--- config.mk ---
export PLATFORM = sky130hd
export DESIGN_NAME = branch_ext_forward_flat
export DESIGN_NICKNAME = d
export VERILOG_FILES = /design/src/rtl/branch_ext_forward_if.sv /design/src/rtl/branch_ext_forward.sv /design/src/flat_wrapper.sv
export SDC_FILE = /design/constraint.sdc
export NUM_CORES = 1
export LEC_CHECK = 0
export CORE_MARGIN = 3
export CORE_UTILIZATION = 30
export DETAILED_ROUTE_END_ITERATION = 10
export HOLD_SLACK_MARGIN = 0.08
export PLACE_DENSITY = 0.65
export RECOVER_POWER = 50
export REMOVE_ABC_BUFFERS = 1
export SLEW_MARGIN = 10
export SYNTH_ARGS = -nofsm -noshare
export SYNTH_HDL_FRONTEND = slang
export SYNTH_SLANG_ARGS = --single-unit
--- constraint.sdc ---
create_clock -name clk -period 5 [get_ports clk]
set_input_delay 1 -clock clk [delete_from_list [all_inputs] [get_ports clk]]
set_output_delay 1 -clock clk [all_outputs]
set_load 0.005 [all_outputs]
--- src/rtl/branch_ext_forward_if.sv ---
// Decode-stage operand bus: forwarding sources, register reads, immediate,
// branch select and the combinational plus captured results.
`default_nettype none

interface branch_ext_forward_if;
    logic [37:0] MEM_BACK;
    logic [37:0] WB_BACK;
    logic        USE_MEM_BACK;
    logic        USE_WB_BACK;
    logic [4:0]  rs;
    logic [4:0]  rt;
    logic [31:0] rd1;
    logic [31:0] rd2;
    logic [15:0] imm;
    logic        extop;
    logic        exsign;
    logic [2:0]  branchType;
    logic        en;
    logic        flush;
    logic [31:0] f_rd1;
    logic [31:0] f_rd2;
    logic [31:0] ext_b;
    logic        branchAvail;
    logic [31:0] q_rd1;
    logic [31:0] q_rd2;
    logic [31:0] q_ext;
    logic        q_branchAvail;

    modport slave (
        input  MEM_BACK, WB_BACK, USE_MEM_BACK, USE_WB_BACK, rs, rt, rd1, rd2,
               imm, extop, exsign, branchType, en, flush,
        output f_rd1, f_rd2, ext_b, branchAvail,
               q_rd1, q_rd2, q_ext, q_branchAvail
    );

    modport master (
        output MEM_BACK, WB_BACK, USE_MEM_BACK, USE_WB_BACK, rs, rt, rd1, rd2,
               imm, extop, exsign, branchType, en, flush,
        input  f_rd1, f_rd2, ext_b, branchAvail,
               q_rd1, q_rd2, q_ext, q_branchAvail
    );
endinterface

`default_nettype wire

--- src/rtl/branch_ext_forward.sv ---
// Decode-stage operand unit: MEM/WB forwarding, immediate extension, branch
// condition evaluation, and an ID/EX capture register with stall/flush.
`default_nettype none

module branch_ext_forward (
    input  wire logic               clk,
    input  wire logic               rst,
    branch_ext_forward_if.slave     bus
);
    localparam logic [2:0] BR_BEQ  = 3'd1;
    localparam logic [2:0] BR_BNE  = 3'd2;
    localparam logic [2:0] BR_BLEZ = 3'd3;
    localparam logic [2:0] BR_BGTZ = 3'd4;
    localparam logic [2:0] BR_BLTZ = 3'd5;
    localparam logic [2:0] BR_BGEZ = 3'd6;

    logic [31:0] fwd1, fwd2, ext;
    logic        br;
    logic [31:0] rd1_q, rd2_q, ext_q;
    logic [31:0] rd1_d, rd2_d, ext_d;
    logic        br_q, br_d;

    // MEM wins over WB; register 0 is hard-wired and never forwarded.
    function automatic logic [31:0] forward(
        input logic [4:0]  r,
        input logic [31:0] raw,
        input logic [37:0] mem,
        input logic        use_mem,
        input logic [37:0] wb,
        input logic        use_wb
    );
        logic [31:0] v;
        v = raw;
        if (r != 5'd0) begin
            if (use_mem && mem[37] && (mem[4:0] == r))
                v = mem[36:5];
            else if (use_wb && wb[37] && (wb[4:0] == r))
                v = wb[36:5];
        end
        return v;
    endfunction

    always_comb begin
        fwd1 = forward(bus.rs, bus.rd1, bus.MEM_BACK, bus.USE_MEM_BACK,
                       bus.WB_BACK, bus.USE_WB_BACK);
        fwd2 = forward(bus.rt, bus.rd2, bus.MEM_BACK, bus.USE_MEM_BACK,
                       bus.WB_BACK, bus.USE_WB_BACK);
    end

    always_comb begin
        ext = {16'h0000, bus.imm};
        if (bus.extop)
            ext = {bus.imm, 16'h0000};
        else if (bus.exsign)
            ext = {{16{bus.imm[15]}}, bus.imm};
    end

    always_comb begin
        br = 1'b0;
        case (bus.branchType)
            BR_BEQ:  br = (fwd1 == fwd2);
            BR_BNE:  br = (fwd1 != fwd2);
            BR_BLEZ: br = fwd1[31] || (fwd1 == 32'd0);
            BR_BGTZ: br = !fwd1[31] && (fwd1 != 32'd0);
            BR_BLTZ: br = fwd1[31];
            BR_BGEZ: br = !fwd1[31];
            default: br = 1'b0;
        endcase
    end

    always_comb begin
        rd1_d = rd1_q;
        rd2_d = rd2_q;
        ext_d = ext_q;
        br_d  = br_q;
        if (bus.flush) begin
            rd1_d = 32'd0;
            rd2_d = 32'd0;
            ext_d = 32'd0;
            br_d  = 1'b0;
        end else if (bus.en) begin
            rd1_d = fwd1;
            rd2_d = fwd2;
            ext_d = ext;
            br_d  = br;
        end
    end

    always_ff @(posedge clk) begin
        if (!rst) begin
            rd1_q <= 32'd0;
            rd2_q <= 32'd0;
            ext_q <= 32'd0;
            br_q  <= 1'b0;
        end else begin
            rd1_q <= rd1_d;
            rd2_q <= rd2_d;
            ext_q <= ext_d;
            br_q  <= br_d;
        end
    end

    assign bus.f_rd1         = fwd1;
    assign bus.f_rd2         = fwd2;
    assign bus.ext_b         = ext;
    assign bus.branchAvail   = br;
    assign bus.q_rd1         = rd1_q;
    assign bus.q_rd2         = rd2_q;
    assign bus.q_ext         = ext_q;
    assign bus.q_branchAvail = br_q;
endmodule

`default_nettype wire

--- src/flat_wrapper.sv ---
// flat-port wrapper written by rule: the top's interface ports become plain ports
module branch_ext_forward_flat 
  (clk, rst, bus_MEM_BACK, bus_WB_BACK, bus_USE_MEM_BACK, bus_USE_WB_BACK, bus_rs, bus_rt, bus_rd1, bus_rd2, bus_imm, bus_extop, bus_exsign, bus_branchType, bus_en, bus_flush, bus_f_rd1, bus_f_rd2, bus_ext_b, bus_branchAvail, bus_q_rd1, bus_q_rd2, bus_q_ext, bus_q_branchAvail);
  branch_ext_forward_if bus_i ();
  input  wire logic clk;
  input  wire logic rst;
  input wire logic [$bits(bus_i.MEM_BACK)-1:0] bus_MEM_BACK;
  input wire logic [$bits(bus_i.WB_BACK)-1:0] bus_WB_BACK;
  input wire logic [$bits(bus_i.USE_MEM_BACK)-1:0] bus_USE_MEM_BACK;
  input wire logic [$bits(bus_i.USE_WB_BACK)-1:0] bus_USE_WB_BACK;
  input wire logic [$bits(bus_i.rs)-1:0] bus_rs;
  input wire logic [$bits(bus_i.rt)-1:0] bus_rt;
  input wire logic [$bits(bus_i.rd1)-1:0] bus_rd1;
  input wire logic [$bits(bus_i.rd2)-1:0] bus_rd2;
  input wire logic [$bits(bus_i.imm)-1:0] bus_imm;
  input wire logic [$bits(bus_i.extop)-1:0] bus_extop;
  input wire logic [$bits(bus_i.exsign)-1:0] bus_exsign;
  input wire logic [$bits(bus_i.branchType)-1:0] bus_branchType;
  input wire logic [$bits(bus_i.en)-1:0] bus_en;
  input wire logic [$bits(bus_i.flush)-1:0] bus_flush;
  output wire logic [$bits(bus_i.f_rd1)-1:0] bus_f_rd1;
  output wire logic [$bits(bus_i.f_rd2)-1:0] bus_f_rd2;
  output wire logic [$bits(bus_i.ext_b)-1:0] bus_ext_b;
  output wire logic [$bits(bus_i.branchAvail)-1:0] bus_branchAvail;
  output wire logic [$bits(bus_i.q_rd1)-1:0] bus_q_rd1;
  output wire logic [$bits(bus_i.q_rd2)-1:0] bus_q_rd2;
  output wire logic [$bits(bus_i.q_ext)-1:0] bus_q_ext;
  output wire logic [$bits(bus_i.q_branchAvail)-1:0] bus_q_branchAvail;
  assign bus_i.MEM_BACK = bus_MEM_BACK;
  assign bus_i.WB_BACK = bus_WB_BACK;
  assign bus_i.USE_MEM_BACK = bus_USE_MEM_BACK;
  assign bus_i.USE_WB_BACK = bus_USE_WB_BACK;
  assign bus_i.rs = bus_rs;
  assign bus_i.rt = bus_rt;
  assign bus_i.rd1 = bus_rd1;
  assign bus_i.rd2 = bus_rd2;
  assign bus_i.imm = bus_imm;
  assign bus_i.extop = bus_extop;
  assign bus_i.exsign = bus_exsign;
  assign bus_i.branchType = bus_branchType;
  assign bus_i.en = bus_en;
  assign bus_i.flush = bus_flush;
  assign bus_f_rd1 = bus_i.f_rd1;
  assign bus_f_rd2 = bus_i.f_rd2;
  assign bus_ext_b = bus_i.ext_b;
  assign bus_branchAvail = bus_i.branchAvail;
  assign bus_q_rd1 = bus_i.q_rd1;
  assign bus_q_rd2 = bus_i.q_rd2;
  assign bus_q_ext = bus_i.q_ext;
  assign bus_q_branchAvail = bus_i.q_branchAvail;
  branch_ext_forward u_core (.clk(clk), .rst(rst), .bus(bus_i));
endmodule
Word-level counts from Yosys, hierarchy flattened
Index checks and enable logic that the tools add are counted.
- bits in read-only memories: 0
- bits in writable memories: 0
- output and inout bits: 194
- memories kept: 0
- input port bits: 177
- bits in registers: 97
- latch bits: 0
- multipliers: 0
- shifts and indexed selects: 0
- $add $sub $neg: 0
- muxes and demuxes: 9
- equal/unequal tests: 12
- bitwise logic cells: 1
- reduce and logical (&&, ||, !) cells: 14
- div/mod/pow operators: 0
- $lt $le $gt $ge: 0
- operator list (cell ; number):
    two-way mux 32 bit ; 8
    equality test 32 bit ; 1
    logical NOT 32 bit ; 1
    != test 32 bit ; 1
    nonzero test 32 bit ; 1
    equality test 5 bit ; 4
    nonzero test 5 bit ; 2
    equality test 3 bit, second input constant ; 3
    logical AND 1 bit ; 7
    equality test 3 x 2 -> 1 bit, second input constant ; 2
    one-hot mux 1 bit (6 select lines) ; 1
    equality test 3 x 1 -> 1 bit, second input constant ; 1
    OR reduction 2 bit ; 1
    logical NOT 1 bit ; 1
    logical OR 1 bit ; 1
    inverter 1 bit ; 1

Logic depth before layout (Yosys ltp)
Gate-level depths: netlist (run 1).
- word-level depth: 8
- mapped depth: 15

Worst setup path after synthesis (run 1)
OpenSTA, ideal clock, no wires.
- path kind: in2out
- start: input bus_rs[2]
- end: output bus_branchAvail
- arrival: 3.458 ns
- required time: 4.000 ns
- path slack: 0.542 ns
- stages: 14
- buffers on the path: 3
- path through: xnor2_1 > nand4_1 > or2_1 > buf_2 > a21oi_2 > buf_2 > buf_2 > o22ai_1 > xnor2_1 > nor4_1 > nand4_1 > or4b_1 > nand3_1 > nor2_1
- cells in the longest elaborated chain, start to end: 8
- elaborated cells on any way between the ends: 16
- classes of those cells: 4 x eq/ne; 4 x mux; 8 x reduce/logical
- RTL lines (item ; line ; text):
    from (decl) ; flat_wrapper.sv:11 ; input wire logic [$bits(bus_i.rs)-1:0] bus_rs;
    equality test 5 bit ; branch_ext_forward.sv:37 ; else if (use_wb && wb[37] && (wb[4:0] == r))
    logical AND 1 bit ; branch_ext_forward.sv:37 ;
    two-way mux 32 bit ; branch_ext_forward.sv:37 ;
    two-way mux 32 bit ; branch_ext_forward.sv:35 ; if (use_mem && mem[37] && (mem[4:0] == r))
    two-way mux 32 bit * ; branch_ext_forward.sv:34 ; if (r != 5'd0) begin
    nonzero test 32 bit, or another cell as far along ; branch_ext_forward.sv:64 ; BR_BGTZ: br = !fwd1[31] && (fwd1 != 32'd0);
    logical AND 1 bit / logical OR 1 bit (equally long branches) ; branch_ext_forward.sv:64, branch_ext_forward.sv:63 ;
    one-hot mux 1 bit (6 select lines) * ; branch_ext_forward.sv:60 ; case (bus.branchType)
    to (decl) ; flat_wrapper.sv:24 ; output wire logic [$bits(bus_i.branchAvail)-1:0] bus_branchAvail;
Mark *: on every way between the ends. The rest lies on a longest branch, timed or not.

Final worst setup path (run 1)
- start: input bus_WB_BACK[0]
- end: output bus_branchAvail
- cells in the longest elaborated chain, start to end: 8
- elaborated cells on any way between the ends: 18
- classes of those cells: 4 x eq/ne; 7 x mux; 7 x reduce/logical
- RTL lines (item ; line ; text):
    from (decl) ; flat_wrapper.sv:8 ; input wire logic [$bits(bus_i.WB_BACK)-1:0] bus_WB_BACK;
    equality test 5 bit ; branch_ext_forward.sv:37 ;
    logical AND 1 bit ; branch_ext_forward.sv:37 ;
    two-way mux 32 bit ; branch_ext_forward.sv:37 ;
    two-way mux 32 bit ; branch_ext_forward.sv:35 ;
    two-way mux 32 bit ; branch_ext_forward.sv:34 ;
    nonzero test 32 bit, or another cell as far along ; branch_ext_forward.sv:64 ;
    logical AND 1 bit / logical OR 1 bit (equally long branches) ; branch_ext_forward.sv:64, branch_ext_forward.sv:63 ;
    one-hot mux 1 bit (6 select lines) * ; branch_ext_forward.sv:60 ;
Marks and branches as above.

==> results.md, run 1 <==
- Fmax: 197.9 MHz
- ANT nets after route: 0
- Avg Cell Area, Syn: a little under 9 um2
- Seq/Total Area, Yosys: 0.3367
- Slew Limit Fails: between 70 and 80
- Syn-to-layout area delta: 105.4%
- Clock Sinks: 97
- Placed cell count: 1317
- Clock network power share: 0.319
- Layout Nets: 1317
- CORE AREA: 18770 um2
- Psw: roughly 650 uW
- Crit Path Max Fanout: 3
- DRC viols: 0
- GP Congestion: 0.8528
- First-pass GRT wire length: 41950 um
- Max cap viols: 1
- Port Buffer Count: 370
- Worst Skew: 0 ns
- CP Class: in -> out
- Ports: 371
- Die W: 144.6 um
- Synth Instances: 663
- Startpoint type of the worst setup path: primary input
- Drt wl/cell: about 22 um
- Routed WL: 29800 um
- Arr. time, crit path: 4.05 ns
- Clock Latency Late Sink: approximately 0.36 ns
- Yosys cell types: between 40 and 50
- Final count of negative-setup-slack endpoints: 1
- Power per Cell Area: slightly below 200 nW/um2
- Worst VDD drop: 0.1547 mV
- Worst Slack Setup Final: -0.05205 ns
- H-Tree Depth: 3
- Initial antenna violation count: 2
- Starting Density: 0.3073
- GRT Resource Usage Total: 0.2631
- HP Class: reg -> reg
- Clk root buf: clkbuf_16
- Vias in the first global route: roughly 7k
- Non-Filler Instances: 1379
- P_leak: 0.005085 uW
- P_int: around 1600 uW
- Crit. End Element: output port
- Final min period: 5.052 ns
- Post-route cell area: 11840 um2
- #FFs+latches synth: 97
- WP data required: 4.00 ns
- Switching Fraction: 0.2862
- Mapped Area: 5767 um2
- Fin crit share: 1.010
- Final hold vios: 0
- Yosys warnings: 0
- Die Y: 144.6 um
- Flop pwr share: 0.356
- Total power: 2278 uW
- Bufs on Longest Clock Path: 2
- DP HPWL: 21210 um
- Core Util, Final: 0.6311
- Clk slew on worst S/H paths: 0.07 ns
- Status: complete, but fails checks
- Tightest Pin Transition: roughly 3.0 ns
- Grt ovf: 0
- Pre-antenna DRT Iters: 4
- Via total after detailed routing: 7063
- Combinational power share: 0.326
- CTS tree: built
- Failing checks: max-capacitance violations, max-slew violations, negative setup slack
- Fraction of layout cells with a size suffix above 1: 0.2596
- Post-place instance area: between 10000 and 15000 um2
- Die Area: 20920 um2
- Vias per cell: around 5.1
- # rows: 50
- RSZ-0062 raised after global routing: yes
- Slack of the worst reg-to-reg path: around 4.2 ns
- Number of buffers created by CTS: 9
- Initial detailed-routing violation count: 319
- Slew headroom: -1.021
- Pin count of the biggest net entering global routing: 91
[cell families (layout without fill, tap and decap cells)]
kind of cell,Yosys count,count (layout),share of synthesized area
xor+xnor,52,52,0.07898
buf+inv,79,559,0.05706
other cells,0,1,0
mux,81,81,0.1406
flops,97,97,0.3367
simple gates,201,201,0.1575
compound gates,153,154,0.2291
[state kept, by name, indices dropped and copies added (netlist names)]
register	flops
u_core.bus.q_branchAvail	1
u_core.bus.q_ext	32
u_core.bus.q_rd1	32
u_core.bus.q_rd2	32
[routing by layer]
metal / routed length, um / vias to the layer above / global-route usage / part of all wire
met2: 14830 / 320 / 0.4528 / 0.50
met4: 555 / 2 / 0.07855 / 0.019
met1: 11450 / 3341 / 0.3026 / 0.38
met5: 13 / - / 0 / 0.00044
li1: - / 3359 / - / -
met3: 2953 / 41 / 0.1019 / 0.099
[path summary, 6_finish.rpt]
kind                                            from                    to  cells after the start
worst max register to register  u_core.bus.q_ext[22]  u_core.bus.q_ext[22]                      2
worst min register to register  u_core.bus.q_ext[24]  u_core.bus.q_ext[24]                      2
worst max-delay path                  bus_WB_BACK[0]       bus_branchAvail                     17
worst min-delay path            u_core.bus.q_ext[24]  u_core.bus.q_ext[24]                      2
[critical path: stages]
cell	delay [ns]
buf_2	0.14
xor2_2	0.19
nor4_4	0.31
buf_6	0.16
buf_4	0.13
o211ai_4	0.10
buf_4	0.15
buf_6	0.11
o22a_1	0.19
o22ai_2	0.17
xnor2_1	0.13
nor4_1	0.23
nand4_1	0.20
or4b_4	0.57
nand3_2	0.08
nor2_1	0.04
buf_2	0.14
[per-stage QoR]
| stage | setup TNS, ns | hold slack (ns) | worst slack (ns) |
|---|---|---|---|
| 2_1_floorplan | -0.3096 | 0.4695 | -0.3096 |
| 3_3_place_gp | -0.9288 | 0.4630 | -0.9288 |
| 3_5_place_dp | -0.9273 | 0.4660 | -0.9273 |
| 4_1_cts | 0 | 0.4754 | 0.00007061 |
| 5_1_grt | -0.1520 | 0.5035 | -0.1520 |
| 6_report | -0.05205 | 0.4741 | -0.05205 |
[repair_timing]
action                                  4_1_cts  5_1_grt
endpoints found under the setup margin        1        1
resized for setup                           128       75
pin swaps                                    47       39
gates cloned                                  6        1
hold buffers                                  0        0
setup buffers                                23       16
[cells in the mapped netlist]
library cell / n / area share
a21boi_0: 1 / 0.0013
a21boi_4: 1 / 0.0033
a21o_1: 1 / 0.0013
a21oi_1: 4 / 0.0035
a21oi_2: 1 / 0.0015
a2bb2o_1: 2 / 0.0035
a2bb2oi_1: 19 / 0.029
a2bb2oi_2: 16 / 0.042
a311oi_1: 15 / 0.023
and2_0: 1 / 0.0011
buf_1: 9 / 0.0059
buf_2: 11 / 0.0095
buf_4: 1 / 0.0013
buf_6: 2 / 0.0039
clkbuf_1: 34 / 0.022
dfxtp_1: 97 / 0.34
inv_1: 22 / 0.014
mux2i_1: 81 / 0.14
nand2_1: 38 / 0.025
nand2b_1: 2 / 0.0022
nand3_1: 4 / 0.0035
nand3b_1: 1 / 0.0013
nand4_1: 7 / 0.0076
nand4b_1: 1 / 0.0015
nor2_1: 110 / 0.072
nor2b_1: 17 / 0.018
nor3_1: 2 / 0.0017
nor4_1: 13 / 0.014
nor4_2: 1 / 0.0022
nor4_4: 1 / 0.0037
o211ai_1: 1 / 0.0013
o211ai_2: 1 / 0.0022
o21a_1: 1 / 0.0013
o21ai_0: 1 / 0.00087
o22a_1: 23 / 0.035
o22ai_1: 55 / 0.060
o22ai_2: 7 / 0.015
o2bb2a_1: 1 / 0.0017
o31ai_1: 2 / 0.0026
o32a_1: 1 / 0.0017
or2_1: 2 / 0.0022
or4b_1: 1 / 0.0017
xnor2_1: 34 / 0.052
xor2_1: 18 / 0.027
[power groups by stage]
stage	logic, uW	clock network [uW]	registers [uW]
3_3_place_gp	678	0	828
4_1_cts	720	744	811
6_report	742	726	810
3_5_place_dp	677	0	829
5_1_grt	790	775	813
2_1_floorplan	214	0	831
[final cells by class]
type / count / area, um2
antenna: 1 / 2.502
clock buffer: 9 / 225.2
clock inverter: 6 / 66.31
fill: 1580 / 6924
inverter: 22 / 82.58
multi-input combinational: 488 / 4149
sequential: 97 / 1942
tap: 234 / 292.8
timing repair buffer: 522 / 5084
[cell usage in the layout (no fill, tap or decap), types with 17 or more instances in the layout]
master,n
clkdlybuf4s50_1,246
buf_4,123
nor2_1,108
dlygate4sd3_1,98
dfxtp_1,97
mux2i_1,81
nand2_1,35
o22ai_1,31
xnor2_1,27
o22ai_2,27
o22a_1,23
a2bb2oi_2,21
inv_1,19
nor2b_1,17
(Power assumes the default switching activity.)
==> run 2: changes to the inputs <==
ABC_AREA = 1   (was unset)
PLACE_DENSITY = 0.6   (was 0.65)
==> run 2 against run 1 <==
The run ends with max-capacitance violations, max-slew violations left. Clock skew unchanged. Design area increased by 10%. Critical path type unchanged. Cell count rose by 59%. Combinational power rose by 9.7%. Core utilization down 8.2 points. First-iteration DRC count is 100% higher. Clock-buffer cell count up 1. Wire length up 18%.
==> results.md, run 2 <==
- Status: complete, but fails checks
- Failing checks: max-capacitance violations, max-slew violations
- Slack of the worst reg-to-reg path: 4.18 ns
- R2R Path End: u_core.bus.q_rd1[6]
- Cells taking the most area after synthesis: dfxtp_1 (26%), nand2_1 (18%), nor2_1 (16%)
- Initial antenna violation count: 0
- Tightest Pin Transition: approximately 3.4 ns
- Mux share of post-synthesis cell area: 0
- Routed WL: roughly 35000 um
- Dominant cell type by area after synthesis: dfxtp_1
- First-pass GRT wire length: 53340 um
- Clock Latency Late Sink: 0.34 ns
- Most frequent cells in the layout: nand2_1 (345), nor2_1 (299), clkdlybuf4s50_1 (265), inv_1 (210), buf_4 (148)
- Slew Limit Fails: ~170
- Clk root buf: clkbuf_16
- EDFF count, synth: 0
- Syn-to-layout area delta: 77.42%
- Pre-antenna DRT Iters: 5
- CTS tree: built
- Die W: roughly 160 um
- Final min period: between 4 and 5 ns
- Post-synthesis adder-cell area fraction: 0
- Post-route cell area: ~13000 um2
- DRC viols: 0
- Die Area: 26500 um2
- CORE AREA: 23820 um2
- Initial detailed-routing violation count: 638
- Clk slew on worst S/H paths: 0.07 ns
- Most frequent cell after synthesis: nand2_1
- Via total after detailed routing: approximately 10k
- Vias per cell: 4.550
- Worst Skew: 0 ns
- Vias in the first global route: 9710
- Clock Sinks: 97
- Hold path endpoint: u_core.bus.q_rd2[22]
- Fmax: around 210 MHz
- Yosys cell types: 26
- P_leak: 0.007064 uW
- GRT Resource Usage Total: 0.2547
- Layout Nets: 2044
- Bufs on Longest Clock Path: 2
- Synth Instances: 1382
- Grt ovf: 0
- WP data required: roughly 4 ns
- # rows: 56
- Non-Filler Instances: 2191
- Seq/Total Area, Yosys: 0.2633
- Die Y: ~160 um
- Yosys warnings: 0
- Synth Area in Compound Gates: 0.1795
- Fin crit share: 0.9437
- Mapped Area: 7376 um2
- RSZ-0062 raised after global routing: no
- GP Congestion: 0.9101
- Pin count of the biggest net entering global routing: between 90 and 100
- Avg Cell Area, Syn: 5.337 um2
- Final count of negative-setup-slack endpoints: 0
- Power per Cell Area: 180.5 nW/um2
- #FFs+latches synth: 97
- Most common cell after layout, fill and taps aside: nand2_1
- WHS Path Cells: 2
- Startpoint type of the worst setup path: primary input
- Ports: 371
- HP Class: reg -> reg
- Slew headroom: -1.264
- ANT nets after route: 0
- Crit. End Element: output port
- DP HPWL: between 20000 and 30000 um
- Main combinational cell family by area after synthesis: simple AND/OR/NAND/NOR gates
- Cells on worst reg2reg path: 2
- Diodes inserted: 0
- Starting Density: 0.3096
- Max cap viols: 2
- Hold_buf cts: 0
- Final hold vios: 0
- Arr. time, crit path: ~3.7 ns
- Top-area cell type share of the netlist area: 0.2633
- Most frequent cells after synthesis: nand2_1 (355), nor2_1 (317), inv_1 (212)
- Post-place instance area: ~13000 um2
- Port Buffer Count: 370
- Simple-gate area share of the yosys netlist: 0.3937
- CP Class: in -> out
- XOR/XNOR Fraction of Synth Area: 0
- Number of buffers created by CTS: 9
- Primary FF master, synth: dfxtp_1
- Drt wl/cell: 16.04 um
- HP Start: u_core.bus.q_rd2[22]
- R2r startpoint: u_core.bus.q_rd1[6]
- Fraction of layout cells with a size suffix above 1: 0.1528
- Crit Path Max Fanout: 9
- Placed cell count: 2165
- Asr flop ratio synth: 0
- Worst VDD drop: 0.1168 mV
- H-Tree Depth: 3
## run 2: changes by cell type in the layout (fill, tap and decap cells not counted), sizes merged, moves of 23 or more
cell,delta
o22a,-23
o22ai,-62
nand2,+327
mux2i,-81
o21ai,+179
inv,+218
a21oi,+45
a2bb2oi,-35
nor2,+230
xnor2,-34
## run 2: layer usage
metal / up-vias / GRT usage / routed length, um
met1: 4374 / 0.3193 / 14940
met2: 366 / 0.4320 / 16610
li1: 5166 / - / -
met5: - / 0 / 0
met4: 0 / 0.08997 / 1058
met3: 63 / 0.05392 / 2523
## run 2: worst max-delay path by stage
stage,endpoint,slack [ns],cells after the start,start
floorplan,bus_branchAvail,0.51,17,bus_rs[2]
global placement,bus_branchAvail,-0.22,23,bus_rs[4]
detailed placement,bus_branchAvail,-0.18,23,bus_rs[4]
CTS,bus_branchAvail,0.05,20,bus_MEM_BACK[2]
global route,bus_branchAvail,0.05,23,bus_rs[3]
finish,bus_branchAvail,0.28,23,bus_rs[3]
## run 2: what timing repair did
item                                    in CTS  in global routing
pin swaps                                    6                 11
resized for setup                           13                 47
cloned                                       2                  1
setup buffers                                3                  4
endpoints found under the setup margin       1                  1
## run 2: where the power goes
part | switching [uW] | internal (uW)
combinational | 373 | 441
sequential | 15.7 | 805
clock | 361 | 365
## run 2: kinds of logic after synthesis
logic type             Yosys count
AO/OA/AOI/OAI                  253
flip-flops                      97
buffers and inverters          303
AND/OR/NAND/NOR                729
## run 2: final cells by class
type,instances,area [um2]
fillers,2338,10740
repair buffers,539,5189
multi-input cells,982,4368
flip-flops and latches,97,1942
inverters,238,893.4
well taps,319,399.1
clock buffers,10,239.0
clock inverters,6,56.30
## run 2: critical path, cell delays in order
cell,delay (ns)
clkdlybuf4s50_1,0.50
inv_1,0.08
nand2_1,0.06
nand2_1,0.06
nor2_2,0.12
nand3_2,0.18
nand2_2,0.16
nand2_4,0.12
buf_12,0.17
nand2_1,0.06
nand2_1,0.12
nand2_1,0.09
inv_1,0.04
nor2_1,0.13
nand2_1,0.11
nor2_2,0.14
nand2_1,0.08
nor2_2,0.11
nand2_1,0.06
nand2_1,0.05
nand2_1,0.07
nand2_1,0.06
clkbuf_2,0.12
## run 2: metrics by stage
step	util	setup TNS [ns]	power [uW]	setup slack, ns	hold slack, ns
6_report	0.5493	0	2362	0.2816	0.4795
3_3_place_gp	0.5259	-0.2201	1645	-0.2201	0.4614
3_5_place_dp	0.5259	-0.1770	1646	-0.1770	0.4633
5_1_grt	0.5493	0	2499	0.04845	0.5065
4_1_cts	0.5426	0	2394	0.05111	0.4855
2_1_floorplan	-	0	1103	0.5104	0.4723
